$ cat src/rtl/i2s_dac_tx_if.sv
`default_nettype none
// ============================================================================
// Module      : i2s_dac_tx_if
// Description : Sample-in / I2S-out bundle for the speaker DAC serializer.
//               slave  - the serializer: takes the sample strobe, drives the
//                        status pulses and the three I2S lines.
//               master - the sample source / observer.
//   ready_in     : one-cycle strobe, sample_in valid
//   sample_in    : 16-bit two's-complement speaker sample
//   full_out     : FIFO holds FIFO_DEPTH entries
//   overflow_out : one-cycle pulse, strobed sample dropped
//   underrun_out : one-cycle pulse, frame started with FIFO empty
//   bclk_out     : I2S bit clock
//   lrclk_out    : I2S word select, 0 = left, 1 = right
//   sdata_out    : I2S serial data, MSB first
// Revision    : 1.0 - initial release
// ============================================================================
interface i2s_dac_tx_if;
  logic        ready_in;
  logic [15:0] sample_in;
  logic        full_out;
  logic        overflow_out;
  logic        underrun_out;
  logic        bclk_out;
  logic        lrclk_out;
  logic        sdata_out;

  modport slave (
    input  ready_in, sample_in,
    output full_out, overflow_out, underrun_out, bclk_out, lrclk_out, sdata_out
  );

  modport master (
    output ready_in, sample_in,
    input  full_out, overflow_out, underrun_out, bclk_out, lrclk_out, sdata_out
  );
endinterface
`default_nettype wire

$ cat src/rtl/i2s_dac_tx.sv
`default_nettype none
// ============================================================================
// Module      : i2s_dac_tx
// Description : Speaker-side I2S transmitter. Buffers strobed 16-bit samples
//               in a small FIFO and sends each one on both I2S channels,
//               generating bclk and lrclk from the system clock.
//   clk_in : system clock, rising edge
//   rst_in : asynchronous active-low reset
//   bus    : i2s_dac_tx_if.slave (sample strobe, status pulses, I2S lines)
// Revision    : 1.0 - initial release
// ============================================================================
module i2s_dac_tx #(
  parameter int CLK_DIV    = 32,  // system clocks per bclk half-period, >= 2
  parameter int FIFO_DEPTH = 4    // power of two, >= 2
) (
  input  wire logic    clk_in,
  input  wire logic    rst_in,
  i2s_dac_tx_if.slave  bus
);

  localparam int c_DIV_W = $clog2(CLK_DIV);
  localparam int c_PTR_W = $clog2(FIFO_DEPTH);
  localparam int c_CNT_W = c_PTR_W + 1;
  localparam logic [c_DIV_W-1:0] c_DIV_LAST = c_DIV_W'(CLK_DIV - 1);
  localparam logic [c_CNT_W-1:0] c_DEPTH    = c_CNT_W'(FIFO_DEPTH);

  logic [c_DIV_W-1:0] r_div_cnt;
  logic               r_bclk;
  logic [4:0]         r_slot;
  logic               r_lrclk;
  logic               r_sdata;
  logic [15:0]        r_word;
  logic [15:0]        r_mem [FIFO_DEPTH];
  logic [c_PTR_W-1:0] r_wr_ptr;
  logic [c_PTR_W-1:0] r_rd_ptr;
  logic [c_CNT_W-1:0] r_count;
  logic               r_full;
  logic               r_overflow;
  logic               r_underrun;

  logic               w_tick;
  logic               w_fall;
  logic [4:0]         w_slot_nxt;
  logic               w_load;
  logic               w_empty;
  logic               w_pop;
  logic               w_push;
  logic [15:0]        w_word_nxt;
  logic [3:0]         w_bit_idx;
  logic [c_CNT_W-1:0] w_count_nxt;

  assign w_tick     = (r_div_cnt == c_DIV_LAST);
  assign w_fall     = w_tick & r_bclk;
  assign w_slot_nxt = r_slot + 5'd1;
  // Word load happens on the fall event that enters slot 1.
  assign w_load     = w_fall & (w_slot_nxt == 5'd1);
  assign w_empty    = (r_count == '0);
  assign w_pop      = w_load & ~w_empty;
  // A pop in the same cycle frees a slot, so a full FIFO still accepts.
  assign w_push     = bus.ready_in & ((r_count != c_DEPTH) | w_pop);

  // The word driven from slot 1 onward; an empty FIFO sends silence.
  assign w_word_nxt = w_load ? (w_empty ? 16'h0000 : r_mem[r_rd_ptr]) : r_word;

  // One-bit-delayed I2S: slot s carries bit (16 - s) mod 16, giving
  // 15..0 for slots 1..16, 15..1 for slots 17..31 and bit 0 again in slot 0.
  assign w_bit_idx  = 4'd0 - w_slot_nxt[3:0];

  always_comb begin
    w_count_nxt = r_count;
    case ({w_push, w_pop})
      2'b10:   w_count_nxt = r_count + c_CNT_W'(1);
      2'b01:   w_count_nxt = r_count - c_CNT_W'(1);
      default: w_count_nxt = r_count;
    endcase
  end

  always_ff @(posedge clk_in or negedge rst_in) begin
    if (!rst_in) begin
      r_div_cnt  <= '0;
      r_bclk     <= 1'b0;
      r_slot     <= 5'd0;
      r_lrclk    <= 1'b0;
      r_sdata    <= 1'b0;
      r_word     <= 16'h0000;
      r_wr_ptr   <= '0;
      r_rd_ptr   <= '0;
      r_count    <= '0;
      r_full     <= 1'b0;
      r_overflow <= 1'b0;
      r_underrun <= 1'b0;
    end else begin
      r_div_cnt <= w_tick ? '0 : r_div_cnt + c_DIV_W'(1);
      if (w_tick) begin
        r_bclk <= ~r_bclk;
      end
      // lrclk and sdata move only with bclk falling, so they are stable
      // across every bclk rising edge seen by the DAC.
      if (w_fall) begin
        r_slot  <= w_slot_nxt;
        r_lrclk <= w_slot_nxt[4];
        r_sdata <= w_word_nxt[w_bit_idx];
      end
      if (w_load) begin
        r_word <= w_word_nxt;
      end
      r_underrun <= w_load & w_empty;
      r_overflow <= bus.ready_in & ~w_push;
      if (w_push) begin
        r_wr_ptr <= r_wr_ptr + c_PTR_W'(1);
      end
      if (w_pop) begin
        r_rd_ptr <= r_rd_ptr + c_PTR_W'(1);
      end
      r_count <= w_count_nxt;
      r_full  <= (w_count_nxt == c_DEPTH);
    end
  end

  // Storage needs no reset: entries are only read while the count covers them.
  always_ff @(posedge clk_in) begin
    if (w_push) begin
      r_mem[r_wr_ptr] <= bus.sample_in;
    end
  end

  assign bus.full_out     = r_full;
  assign bus.overflow_out = r_overflow;
  assign bus.underrun_out = r_underrun;
  assign bus.bclk_out     = r_bclk;
  assign bus.lrclk_out    = r_lrclk;
  assign bus.sdata_out    = r_sdata;

endmodule
`default_nettype wire

$ cat src/flat_wrapper.sv
// flat-port wrapper written by rule: the top's interface ports become plain ports
module i2s_dac_tx_flat 
#(
  parameter int CLK_DIV    = 32,                                             
  parameter int FIFO_DEPTH = 4                         
)
  (clk_in, rst_in, bus_ready_in, bus_sample_in, bus_full_out, bus_overflow_out, bus_underrun_out, bus_bclk_out, bus_lrclk_out, bus_sdata_out);
  i2s_dac_tx_if bus_i ();
  input  wire logic clk_in;
  input  wire logic rst_in;
  input wire logic [$bits(bus_i.ready_in)-1:0] bus_ready_in;
  input wire logic [$bits(bus_i.sample_in)-1:0] bus_sample_in;
  output wire logic [$bits(bus_i.full_out)-1:0] bus_full_out;
  output wire logic [$bits(bus_i.overflow_out)-1:0] bus_overflow_out;
  output wire logic [$bits(bus_i.underrun_out)-1:0] bus_underrun_out;
  output wire logic [$bits(bus_i.bclk_out)-1:0] bus_bclk_out;
  output wire logic [$bits(bus_i.lrclk_out)-1:0] bus_lrclk_out;
  output wire logic [$bits(bus_i.sdata_out)-1:0] bus_sdata_out;
  assign bus_i.ready_in = bus_ready_in;
  assign bus_i.sample_in = bus_sample_in;
  assign bus_full_out = bus_i.full_out;
  assign bus_overflow_out = bus_i.overflow_out;
  assign bus_underrun_out = bus_i.underrun_out;
  assign bus_bclk_out = bus_i.bclk_out;
  assign bus_lrclk_out = bus_i.lrclk_out;
  assign bus_sdata_out = bus_i.sdata_out;
  i2s_dac_tx #(.CLK_DIV(CLK_DIV), .FIFO_DEPTH(FIFO_DEPTH)) u_core (.clk_in(clk_in), .rst_in(rst_in), .bus(bus_i));
endmodule
$ cat config.mk
export PLATFORM = sky130hd
export DESIGN_NAME = i2s_dac_tx_flat
export DESIGN_NICKNAME = d
export VERILOG_FILES = /design/src/rtl/i2s_dac_tx_if.sv /design/src/rtl/i2s_dac_tx.sv /design/src/flat_wrapper.sv
export SDC_FILE = /design/constraint.sdc
export NUM_CORES = 1
export LEC_CHECK = 0
export ABC_AREA = 1
export BUFFER_PORTS_ARGS = -buffer_cell sky130_fd_sc_hd__buf_2
export CAP_MARGIN = 20
export CORE_ASPECT_RATIO = 0.6
export CORE_MARGIN = 8
export CORE_UTILIZATION = 65
export CTS_BUF_LIST = sky130_fd_sc_hd__clkbuf_8
export CTS_CLUSTER_SIZE = 40
export DETAILED_ROUTE_END_ITERATION = 16
export GPL_TIMING_DRIVEN = 0
export PLACE_DENSITY = 0.81
export SYNTH_ARGS = -nofsm -noshare
export SYNTH_HDL_FRONTEND = slang
export SYNTH_SLANG_ARGS = --single-unit
$ cat constraint.sdc
create_clock -name clk_in -period 4 [get_ports clk_in]
set_clock_uncertainty 0.1 [all_clocks]
set_input_delay 0.6 -clock clk_in [delete_from_list [all_inputs] [get_ports clk_in]]
set_output_delay 0.6 -clock clk_in [all_outputs]
set_load 0.01 [all_outputs]
==> results of run 1 <==
how the worst max path moves through the flow:
stage	from	endpoint	slack, ns	depth (start not counted)
floorplan	u_core.r_div_cnt[0]$_DFF_PN0_	u_core.r_mem[0][0]$_DFFE_PP_	1.24	12
global route	u_core.r_div_cnt[0]$_DFF_PN0_	u_core.r_mem[2][6]$_DFFE_PP_	0.71	13
CTS	u_core.r_div_cnt[0]$_DFF_PN0_	u_core.r_mem[2][4]$_DFFE_PP_	0.90	13
finish	u_core.r_div_cnt[0]$_DFF_PN0_	u_core.r_mem[2][4]$_DFFE_PP_	0.93	13
global placement	u_core.r_div_cnt[0]$_DFF_PN0_	u_core.r_mem[1][12]$_DFFE_PP_	0.57	12
detailed placement	u_core.r_div_cnt[0]$_DFF_PN0_	u_core.r_mem[2][0]$_DFFE_PP_	0.95	13
state kept, by name (all words and copies together) (netlist names):
register / cells
u_core.bus.full_out: 1
u_core.bus.overflow_out: 1
u_core.r_word: 16
u_core.r_rd_ptr: 2
u_core.r_mem: 64
u_core.r_div_cnt: 5
u_core.r_wr_ptr: 2
u_core.r_count: 3
u_core.bus.bclk_out: 1
u_core.bus.lrclk_out: 1
u_core.bus.sdata_out: 1
u_core.bus.underrun_out: 1
u_core.r_slot: 4
layout make-up:
cell class	instances	area [µm²]
Clock inverter	7	65.06
Clock buffer	9	123.9
Timing Repair Buffer	25	127.6
Fill cell	472	1742
Inverter	28	110.1
Tap cell	87	108.9
Buffer	15	92.59
Sequential cell	102	2873
Multi-Input combinational cell	291	1434
cell families after synthesis:
kind of cell,synth area share [%]
and+or+nand+nor,25.32
DFF,63.81
buffers and inverters,4.502
AOI/OAI and AO/OA,2.335
adders and majority gates,2.668
xor gates and xnor gates,1.362
per-stage QoR:
step	util, %	instances
floorplan	-	436
global placement	70.86	547
detailed placement	71.08	548
CTS	73.91	564
global route	73.91	564
finish	73.91	564
metal layers:
metal | global-route usage [%] | wire, µm
met1 | 25.47 | 4064
met2 | 27.62 | 3910
met3 | 5.948 | 532
met4 | 5.137 | 96
met5 | 0 | 0
power by group:
group          internal (µW)  switching, µW  leakage, µW
Combinational           6.94           17.4     0.000974
Sequential              1120          0.118      0.00107
Clock                    287            339     0.000105
cell usage in the layout, fill, tap and decap left out, types with 4 or more instances in the layout:
master / instances
a21oi_1: 10
buf_2: 32
clkbuf_8: 9
dfrtp_1: 38
edfxtp_1: 64
ha_1: 8
inv_1: 24
nand2_1: 136
nand2_2: 5
nand2_4: 4
nand3_1: 46
nand4_1: 4
nor2_1: 45
nor2_2: 5
o21ai_0: 9
xor2_1: 6
==> flow_summary.json, run 1 <==
{
  "core_um2": 6676,
  "tightest_slew_ns": 0.9309,
  "ys_dominant_reg_cell": "edfxtp_1",
  "synth_nets": 464,
  "post_cts_buffers": 0,
  "cpMaxStageDelayCell": "nor2_1",
  "globalRoute.totalOverflow": 0,
  "crit_family": "simple AND/OR/NAND/NOR gates",
  "max-clock-path-buffers": 2,
  "fin_setup_tns_ns": 0,
  "die_y_um": 80.47,
  "area_growth_pct": 9.616,
  "cts.reportedPaths.clkPinSlew_ns": 0.09,
  "wirelength_um": 8603,
  "synth.avg_cell_area_um2": 10.33,
  "p_leak_uw": 0.002147,
  "finalHoldViolCount": 0,
  "cp_data_required_time_ns": 3.96,
  "worstPathMaxFanout": 10,
  "place_area_um2": 4746,
  "die-area_um2": 9933,
  "num_rows": 23,
  "cts_hold_buf": 0,
  "yosysWarningCount": 0,
  "cts_tree": "yes",
  "critPathKind": "reg2reg",
  "cp_common_cell": "nand2_4",
  "synth_cell_type_count": 32,
  "async_flop_share_pct": 37.25,
  "yosysSeqAreaShare_pct": 63.81,
  "drt_iter0_markers": 226,
  "finalPower_uw": 1770,
  "relSlewSlack_pct": 37.87,
  "period_share_pct": 76.63,
  "setup_slack_ns": 0.9349,
  "post-dp-hpwl_um": 6000,
  "finalInstanceArea_um2": 4935,
  "status": "finished, final reports clean",
  "maxSlewViolCount": 0,
  "synth.cell_area_um2": 4502,
  "yosysTopAreaCell": "edfxtp_1",
  "io_pins": 25,
  "yosys-top-cells-count": "136 x nand2_1, 64 x edfxtp_1, 48 x nor2_1, 46 x nand3_1, 38 x dfrtp_1",
  "synth_edf_count": 64,
  "cts.sinks": 102,
  "rsz0062_at_grt": "no",
  "vdd_drop_max_uv": 308.1,
  "viasPerCell": 5.528,
  "cp.buffers_inverters": 2,
  "drive_above_1_share_pct": 15.93,
  "h-tree-depth": 3,
  "r2r_start": "u_core.r_div_cnt[0]$_DFF_PN0_",
  "cp_cell_sequence": "ha_1 -> nand2_1 -> nor2_1 -> ha_1 -> nand2_4 -> clkinv_4 -> nand3_4 -> nor2_4 -> nand2_4 -> nand2_4 -> nand2_4 -> nor2_1 -> buf_4",
  "yosys-top-cells-area": "edfxtp_1 43%, dfrtp_1 21%, nand2_1 11%",
  "yosysMostFrequentCell": "nand2_1",
  "endpoint_kind": "flip-flop",
  "arrival_ns": 3.03,
  "firstDrtPassIters": 5,
  "nets": 500,
  "dr_total_vias": 3118,
  "synth_top_area_share_pct": 42.69,
  "fmax_mhz": 326.3,
  "cts_resized": 0,
  "dp_slack_ns": 0.9460,
  "die_w_um": 123.4,
  "gp_congestion": 0.8352,
  "grt_pass1_wl_um": 13810,
  "rrSetupSlack_ns": 0.93,
  "r2r_end": "u_core.r_mem[2][4]$_DFFE_PP_",
  "cts_buffers": 9,
  "worstHoldPathType": "in2async",
  "ant_nets": 0,
  "clk_latency_ns": 0.36,
  "reg2reg_depth": 13,
  "n_antenna_cell": 0,
  "antenna_found_initial": 0,
  "grt_max_degree": 39,
  "max_stage_delay_ns": 0.51,
  "setup_viol": 0,
  "start_util_pct": 67.43,
  "min_period_ns": 3.065,
  "io_buffers": 24,
  "power.density_nw_per_um2": 358.7,
  "ys_ff_latch": 102,
  "max_cap_viol_count": 0,
  "drc": 0,
  "cp-start-kind": "flip-flop",
  "grt_pass1_vias": 2859,
  "hold-worst-slack_ns": 0.2266,
  "wire_per_inst_um": 15.25,
  "grt_use_total_pct": 18.48,
  "netlist_instances": 436,
  "cts_root_buf": "clkbuf_8"
}
No activity file was read; power rests on OpenSTA's default activity.
==> run 2, diff against run 1 <==
Settings changed: ABC_AREA 1 to 0, CORE_UTILIZATION 65 to 57, PLACE_DENSITY 0.81 to 0.75.
Clock period 4 ns to 2.65 ns, I/O delays scaled along.
==> run 2 against run 1 <==
Effect of this change: the run now ends with negative setup slack left; combinational power rose to 30 times the previous value; die area rose by 14%; sequential power increased by 84%; final area rose by 7.8%; count of clock-buffer cells in the layout stayed put; register-to-register slack worse by 1.1 ns; sequential share of layout area is 4.2 points lower; fmax increased by 11%; non-clock buffer count increased by 12; critical path type unchanged; critical endpoint is now u_core.bus.full_out$_DFF_PN0_; largest cell class unchanged; largest power group unchanged.
==> flow_summary.json, run 2 <==
{
  "fin_setup_tns_ns": -0.2276,
  "viasPerCell": 5.971,
  "rrSetupSlack_ns": -0.12,
  "cpMaxStageDelayCell": "dfrtp_1",
  "ant_nets": 0,
  "globalRoute.totalOverflow": 0,
  "synth_top_area_share_pct": 41.80,
  "yosys-top-cells-area": "edfxtp_1 42%, dfrtp_1 21%, mux4_2 7.3%",
  "endpoint_kind": "flip-flop",
  "drive_above_1_share_pct": 32.71,
  "synth_nets": 346,
  "relSlewSlack_pct": 42.64,
  "fillerInstances": 570,
  "h-tree-depth": 3,
  "highest_layer": "met4",
  "cp_cell_sequence": "ha_2 -> and3_4 -> ha_4 -> and3_4 -> o2111ai_4 -> buf_6 -> a21oi_4 -> nand2_2 -> fa_2 -> nor2_2 -> nand2_1 -> a21o_1 -> a311oi_2",
  "synth.cell_area_um2": 4598,
  "synth_edf_count": 64,
  "core_um2": 7851,
  "finalHoldViolCount": 0,
  "reg2reg_depth": 13,
  "crit_family": "compound AO/OA/AOI/OAI gates",
  "cts.reportedPaths.clkPinSlew_ns": 0.09,
  "min_period_ns": 2.768,
  "nets": 396,
  "yosysMostFrequentCell": "edfxtp_1",
  "wire_per_inst_um": 20.46,
  "setup_slack_ns": -0.1184,
  "hold-worst-slack_ns": 0.03781,
  "n_antenna_cell": 0,
  "cp_data_required_time_ns": 2.83,
  "critPathKind": "reg2reg",
  "clk_latency_ns": 0.37,
  "max_stage_delay_ns": 0.38,
  "grt_use_total_pct": 18.64,
  "utilization_pct": 67.73,
  "yosysTopAreaCell": "edfxtp_1",
  "dr_total_vias": 2872,
  "cp_common_cell": "and3_4",
  "reg_top3": "u_core.r_mem: 64 flops, u_core.r_word: 16 flops, u_core.r_div_cnt: 5 flops",
  "crit_cells": 13,
  "cts.sinks": 102,
  "worstPathMaxFanout": 4,
  "synth.avg_cell_area_um2": 14.46,
  "cts_root_buf": "clkbuf_8",
  "async_flop_share_pct": 37.25,
  "cts_buffers": 9,
  "post-dp-hpwl_um": 6384,
  "worstHoldPathType": "in2async",
  "yosysWarningCount": 0,
  "largest-register": "u_core.r_mem",
  "finalInstanceArea_um2": 5318,
  "ys_ff_latch": 102,
  "maxSlewViolCount": 0,
  "drt_iter0_markers": 296,
  "grt_pass1_vias": 3018,
  "cp-start-kind": "flip-flop",
  "die_y_um": 85.57,
  "fmax_mhz": 361.2,
  "period_share_pct": 104.5,
  "cts_tree": "yes",
  "routed-wl-met3_um": 607,
  "vdd_drop_max_uv": 512.6,
  "largest_register_ffs": 64,
  "final_common_cell": "edfxtp_1",
  "cp.buffers_inverters": 1,
  "gp_congestion": 0.8794,
  "synth_cell_type_count": 52,
  "start_util_pct": 58.57,
  "violations": "negative setup slack",
  "wl_met1_um": 4608,
  "yosys-top-cells-count": "64 x edfxtp_1, 38 x dfrtp_1, 36 x nand2_1, 15 x mux4_2",
  "arrival_ns": 2.95,
  "p_leak_uw": 0.001987,
  "netlist_instances": 318,
  "setup_viol": 3,
  "io_buffers": 24,
  "num_rows": 25,
  "antenna_found_initial": 0,
  "tightest_slew_ns": 0.8604,
  "yosysSeqAreaShare_pct": 62.48,
  "ys_dominant_reg_cell": "edfxtp_1",
  "max-clock-path-buffers": 2,
  "routed-wl-met2_um": 4522,
  "place_area_um2": 4890,
  "status": "complete, but fails checks",
  "io_pins": 25,
  "power.density_nw_per_um2": 708.1,
  "rsz0062_at_grt": "yes",
  "die_w_um": 132.0,
  "die-area_um2": 11290,
  "firstDrtPassIters": 4,
  "max_cap_viol_count": 0,
  "grt_pass1_wl_um": 16340,
  "grt_max_degree": 39,
  "drc": 0,
  "wirelength_um": 9840,
  "mostFrequentLayoutCells": "64 x edfxtp_1, 37 x dfrtp_1, 34 x nand2_1",
  "area_growth_pct": 15.65
}
## run 2: cell types whose count changed after synthesis, sizes merged, moves of 5 or more
cell     change
and2         +5
inv         -18
mux2         +5
mux2i       +11
mux4        +15
nand2      -109
nand3       -36
nor2        -43
o2111ai      +5
xnor2        +7
## run 2: worst paths after layout
path / end / from
worst max-delay path: u_core.bus.full_out$_DFF_PN0_ / u_core.r_div_cnt[0]$_DFF_PN0_
worst min-delay path: u_core.r_slot[1]$_DFFE_PN0P_ / rst_in
max in group asynchronous: u_core.r_slot[0]$_DFFE_PN0P_ / rst_in
worst max register to register: u_core.bus.full_out$_DFF_PN0_ / u_core.r_div_cnt[0]$_DFF_PN0_
min in group clk_in: u_core.r_mem[0][10]$_DFFE_PP_ / bus_sample_in[10]
worst min register to register: u_core.r_div_cnt[0]$_DFF_PN0_ / u_core.r_div_cnt[0]$_DFF_PN0_
## run 2: area by class of cell
cell class                 count  area (µm²)  share of cell area [%]
sequential                   102        2874                   54.05
multi-input combinational    195        1745                   32.82
timing repair buffer          35       202.7                   3.812
tap                          108       135.1                   2.541
buffer                        17       130.1                   2.447
clock buffer                   9       123.9                   2.329
clock inverter                 7       73.82                   1.388
inverter                       8       32.53                  0.6118
## run 2: routing by layer
| metal | vias up | global-route usage [%] |
|---|---|---|
| li1 | 1324 | - |
| met1 | 1438 | 26.17 |
| met2 | 98 | 28.22 |
| met3 | 12 | 4.726 |
| met4 | 0 | 5.285 |
| met5 | - | 0 |
## run 2: repair_timing
item / CTS / global route
cloned: 5 / 0
pin swaps: 18 / 9
setup endpoints to repair: 86 / 75
buffers inserted: 9 / 2
resized for setup: 29 / 2
hold buffers: 0 / 0
## run 2: cells by family after synthesis
family | after synthesis | share of synthesized area (%)
flops | 102 | 62.48
simple gates | 86 | 9.442
compound gates | 52 | 8.871
mux | 31 | 10.97
buf+inv | 26 | 3.347
xor+xnor | 12 | 2.286
fa+ha+maj | 9 | 2.612
## run 2: where the power goes
group / internal (µW) / switching, µW / leakage (µW) / total (µW)
Combinational: 284 / 446 / 0.000798 / 730
Clock: 441 / 534 / 0.0000990 / 976
Sequential: 1950 / 113 / 0.00109 / 2060
Total: 2670 / 1090 / 0.00199 / 3770
## run 2: worst register-to-register path, delay by kind of cell, from the launching register on
| family | cells | cell delay [ns] |
|---|---|---|
| fa+ha+maj | 3 | 0.69 |
| flops | 1 | 0.38 |
| compound gates | 4 | 0.70 |
| buf+inv | 1 | 0.16 |
| simple gates | 5 | 0.66 |
## run 2: stage by stage
step | instances | setup slack (ns) | total power [µW]
after global placement | 450 | -0.4357 | 2635
after global routing | 481 | -0.2994 | 3928
final | 481 | -0.1184 | 3766
after floorplan | 318 | -0.1741 | 2457
after detailed placement | 450 | -0.4973 | 2672
after CTS | 480 | -0.2296 | 3780
==> run 3, diff against run 2 <==
Settings changed: CORE_UTILIZATION 57 to 45, PLACE_DENSITY 0.75 to 0.61.
==> run 3 against run 2 <==
Effect of this change: the run still ends with negative setup slack left; largest power group unchanged; critical path type unchanged; wire length rose by 10%; largest cell class unchanged; first-iteration DRC count shrank 3.7%; critical endpoint unchanged; sequential cell count stayed put; sequential power is essentially flat.
==> flow_summary.json, run 3 (synthesized netlist as in run 2, its figures left out) <==
{
  "violations": "negative setup slack",
  "mostFrequentLayoutCells": "64 x edfxtp_1, 37 x dfrtp_1, 32 x nand2_1",
  "reg_top3": "u_core.r_mem: 64 flops, u_core.r_word: 16 flops, u_core.r_div_cnt: 5 flops",
  "grt_pass1_vias": 3113,
  "largest_register_ffs": 64,
  "final_common_cell": "edfxtp_1",
  "globalRoute.totalOverflow": 0,
  "p_leak_uw": 0.002170,
  "setup_viol": 68,
  "seqPwrFrac_pct": 51.1,
  "nets": 421,
  "num_rows": 28,
  "cts.sinks": 102,
  "core_um2": 9915,
  "dr_total_vias": 2990,
  "vdd_drop_max_uv": 475.6,
  "min_period_ns": 2.801,
  "critPathKind": "reg2reg",
  "ant_nets": 0,
  "crit_family": "compound AO/OA/AOI/OAI gates",
  "cpMaxStageDelayCell": "dfrtp_1",
  "cp_common_cell": "and3_4",
  "maxSlewViolCount": 0,
  "status": "complete, but fails checks",
  "post-dp-hpwl_um": 6722,
  "hold-worst-slack_ns": 0.04565,
  "p_int_uw": 2833,
  "die_w_um": 146.5,
  "grt_use_total_pct": 16.45,
  "grt_max_degree": 39,
  "max_cap_viol_count": 0,
  "viasPerCell": 5.610,
  "cp_data_required_time_ns": 2.83,
  "power.density_nw_per_um2": 704.8,
  "tightest_slew_ns": 0.8951,
  "placed_cells": 477,
  "wirelength_um": 10830,
  "io_pins": 25,
  "cts_tree": "yes",
  "netSwitchingFraction_pct": 29.44,
  "relSlewSlack_pct": 40.33,
  "n_antenna_cell": 0,
  "drive_above_1_share_pct": 38.19,
  "fin_setup_tns_ns": -6.281,
  "cts_root_buf": "clkbuf_8",
  "cp.buffers_inverters": 1,
  "final_cells": 533,
  "worstHoldPathType": "in2async",
  "finalHoldViolCount": 0,
  "grt_pass1_wl_um": 17230,
  "die_y_um": 94.30,
  "drc": 0,
  "setup_slack_ns": -0.1506,
  "cp-start-kind": "flip-flop",
  "h-tree-depth": 3,
  "gp_congestion": 0.8108,
  "area_growth_pct": 23.89,
  "finalPower_uw": 4015,
  "cts.reportedPaths.clkPinSlew_ns": 0.10,
  "switching_power_uw": 1182,
  "arrival_ns": 2.98,
  "largest-register": "u_core.r_mem",
  "antenna_found_initial": 0,
  "combPwrFrac_pct": 23.7,
  "die-area_um2": 13820,
  "cts_buffers": 9,
  "worstPathMaxFanout": 3,
  "drt_iter0_markers": 285,
  "fmax_mhz": 357.1,
  "clk_latency_ns": 0.37,
  "endpoint_kind": "flip-flop",
  "max-clock-path-buffers": 2,
  "wire_per_inst_um": 20.32,
  "cp_cell_sequence": "ha_2 -> and3_4 -> ha_4 -> and3_4 -> o2111ai_4 -> buf_6 -> a21oi_4 -> nand2_2 -> fa_2 -> nor2_2 -> nand2_1 -> a21o_1 -> a311oi_2",
  "start_util_pct": 46.38,
  "firstDrtPassIters": 5,
  "io_buffers": 24,
  "max_stage_delay_ns": 0.38,
  "rsz0062_at_grt": "yes",
  "period_share_pct": 105.7,
  "clkPwrFrac_pct": 25.2
}
## run 3: repair_timing
item	4_1_cts	5_1_grt
endpoints found under the setup margin	86	81
setup buffers	27	11
gates cloned	3	0
resized for setup	37	17
hold buffers	0	0
pin swaps	16	13
## run 3: layer usage
layer  wire, µm  vias up  GRT usage (%)
met5          0        -              0
li1           -     1362              -
met2       4844      102          24.54
met4         69        0          4.263
met3        908        4          4.906
met1       5009     1522          23.11
## run 3: stage by stage
| stage | cell area [µm²] | utilization [%] | worst slack, ns |
|---|---|---|---|
| 6_report | 5697 | 57.46 | -0.1506 |
| 5_1_grt | 5697 | 57.46 | -0.2963 |
| 4_1_cts | 5557 | 56.04 | -0.2400 |
| 3_5_place_dp | 4923 | 49.66 | -0.5490 |
| 3_3_place_gp | 4923 | 49.66 | -0.4843 |
| 2_1_floorplan | 4634 | - | -0.1741 |
## run 3: area by class of cell
| cell class | instances | area (µm²) |
|---|---|---|
| clock buffer | 9 | 123.9 |
| multi-input combinational | 191 | 1748 |
| sequential | 102 | 2874 |
| fill | 812 | 4218 |
| inverter | 8 | 30.03 |
| tap | 135 | 168.9 |
| buffer | 17 | 140.1 |
| timing repair buffer | 64 | 535.5 |
| clock inverter | 7 | 76.32 |
## run 3: worst paths after layout
check | to | depth (start not counted) | slack (ns) | from
max | u_core.bus.full_out$_DFF_PN0_ | 13 | -0.15 | u_core.r_div_cnt[0]$_DFF_PN0_
min | u_core.bus.lrclk_out$_DFFE_PN0P_ | 1 | 0.05 | rst_in
min reg2reg | u_core.r_word[9]$_DFFE_PN0N_ | 2 | 0.38 | u_core.r_word[9]$_DFFE_PN0N_
min in group clk_in | u_core.r_mem[3][14]$_DFFE_PP_ | 1 | 0.14 | bus_sample_in[14]
max reg2reg | u_core.bus.full_out$_DFF_PN0_ | 13 | -0.15 | u_core.r_div_cnt[0]$_DFF_PN0_
max in group asynchronous | u_core.r_slot[0]$_DFFE_PN0P_ | 1 | 1.80 | rst_in
## run 3: worst register-to-register path: stages (launching register included)
cell       delay (ns)
dfrtp_1          0.38
ha_2             0.19
and3_4           0.20
ha_4             0.13
and3_4           0.21
o2111ai_4        0.12
buf_6            0.16
a21oi_4          0.15
nand2_2          0.07
fa_2             0.36
nor2_2           0.13
nand2_1          0.08
a21o_1           0.20
a311oi_2         0.24
## run 3: power groups by stage
stage                     combinational (µW)  sequential (µW)  clock [µW]
final                                    951             2050        1010
after global routing                    1030             2080        1090
after CTS                                902             2060        1030
after detailed placement                 600             2090           0
after global placement                   586             2070           0
after floorplan                          404             2050           0
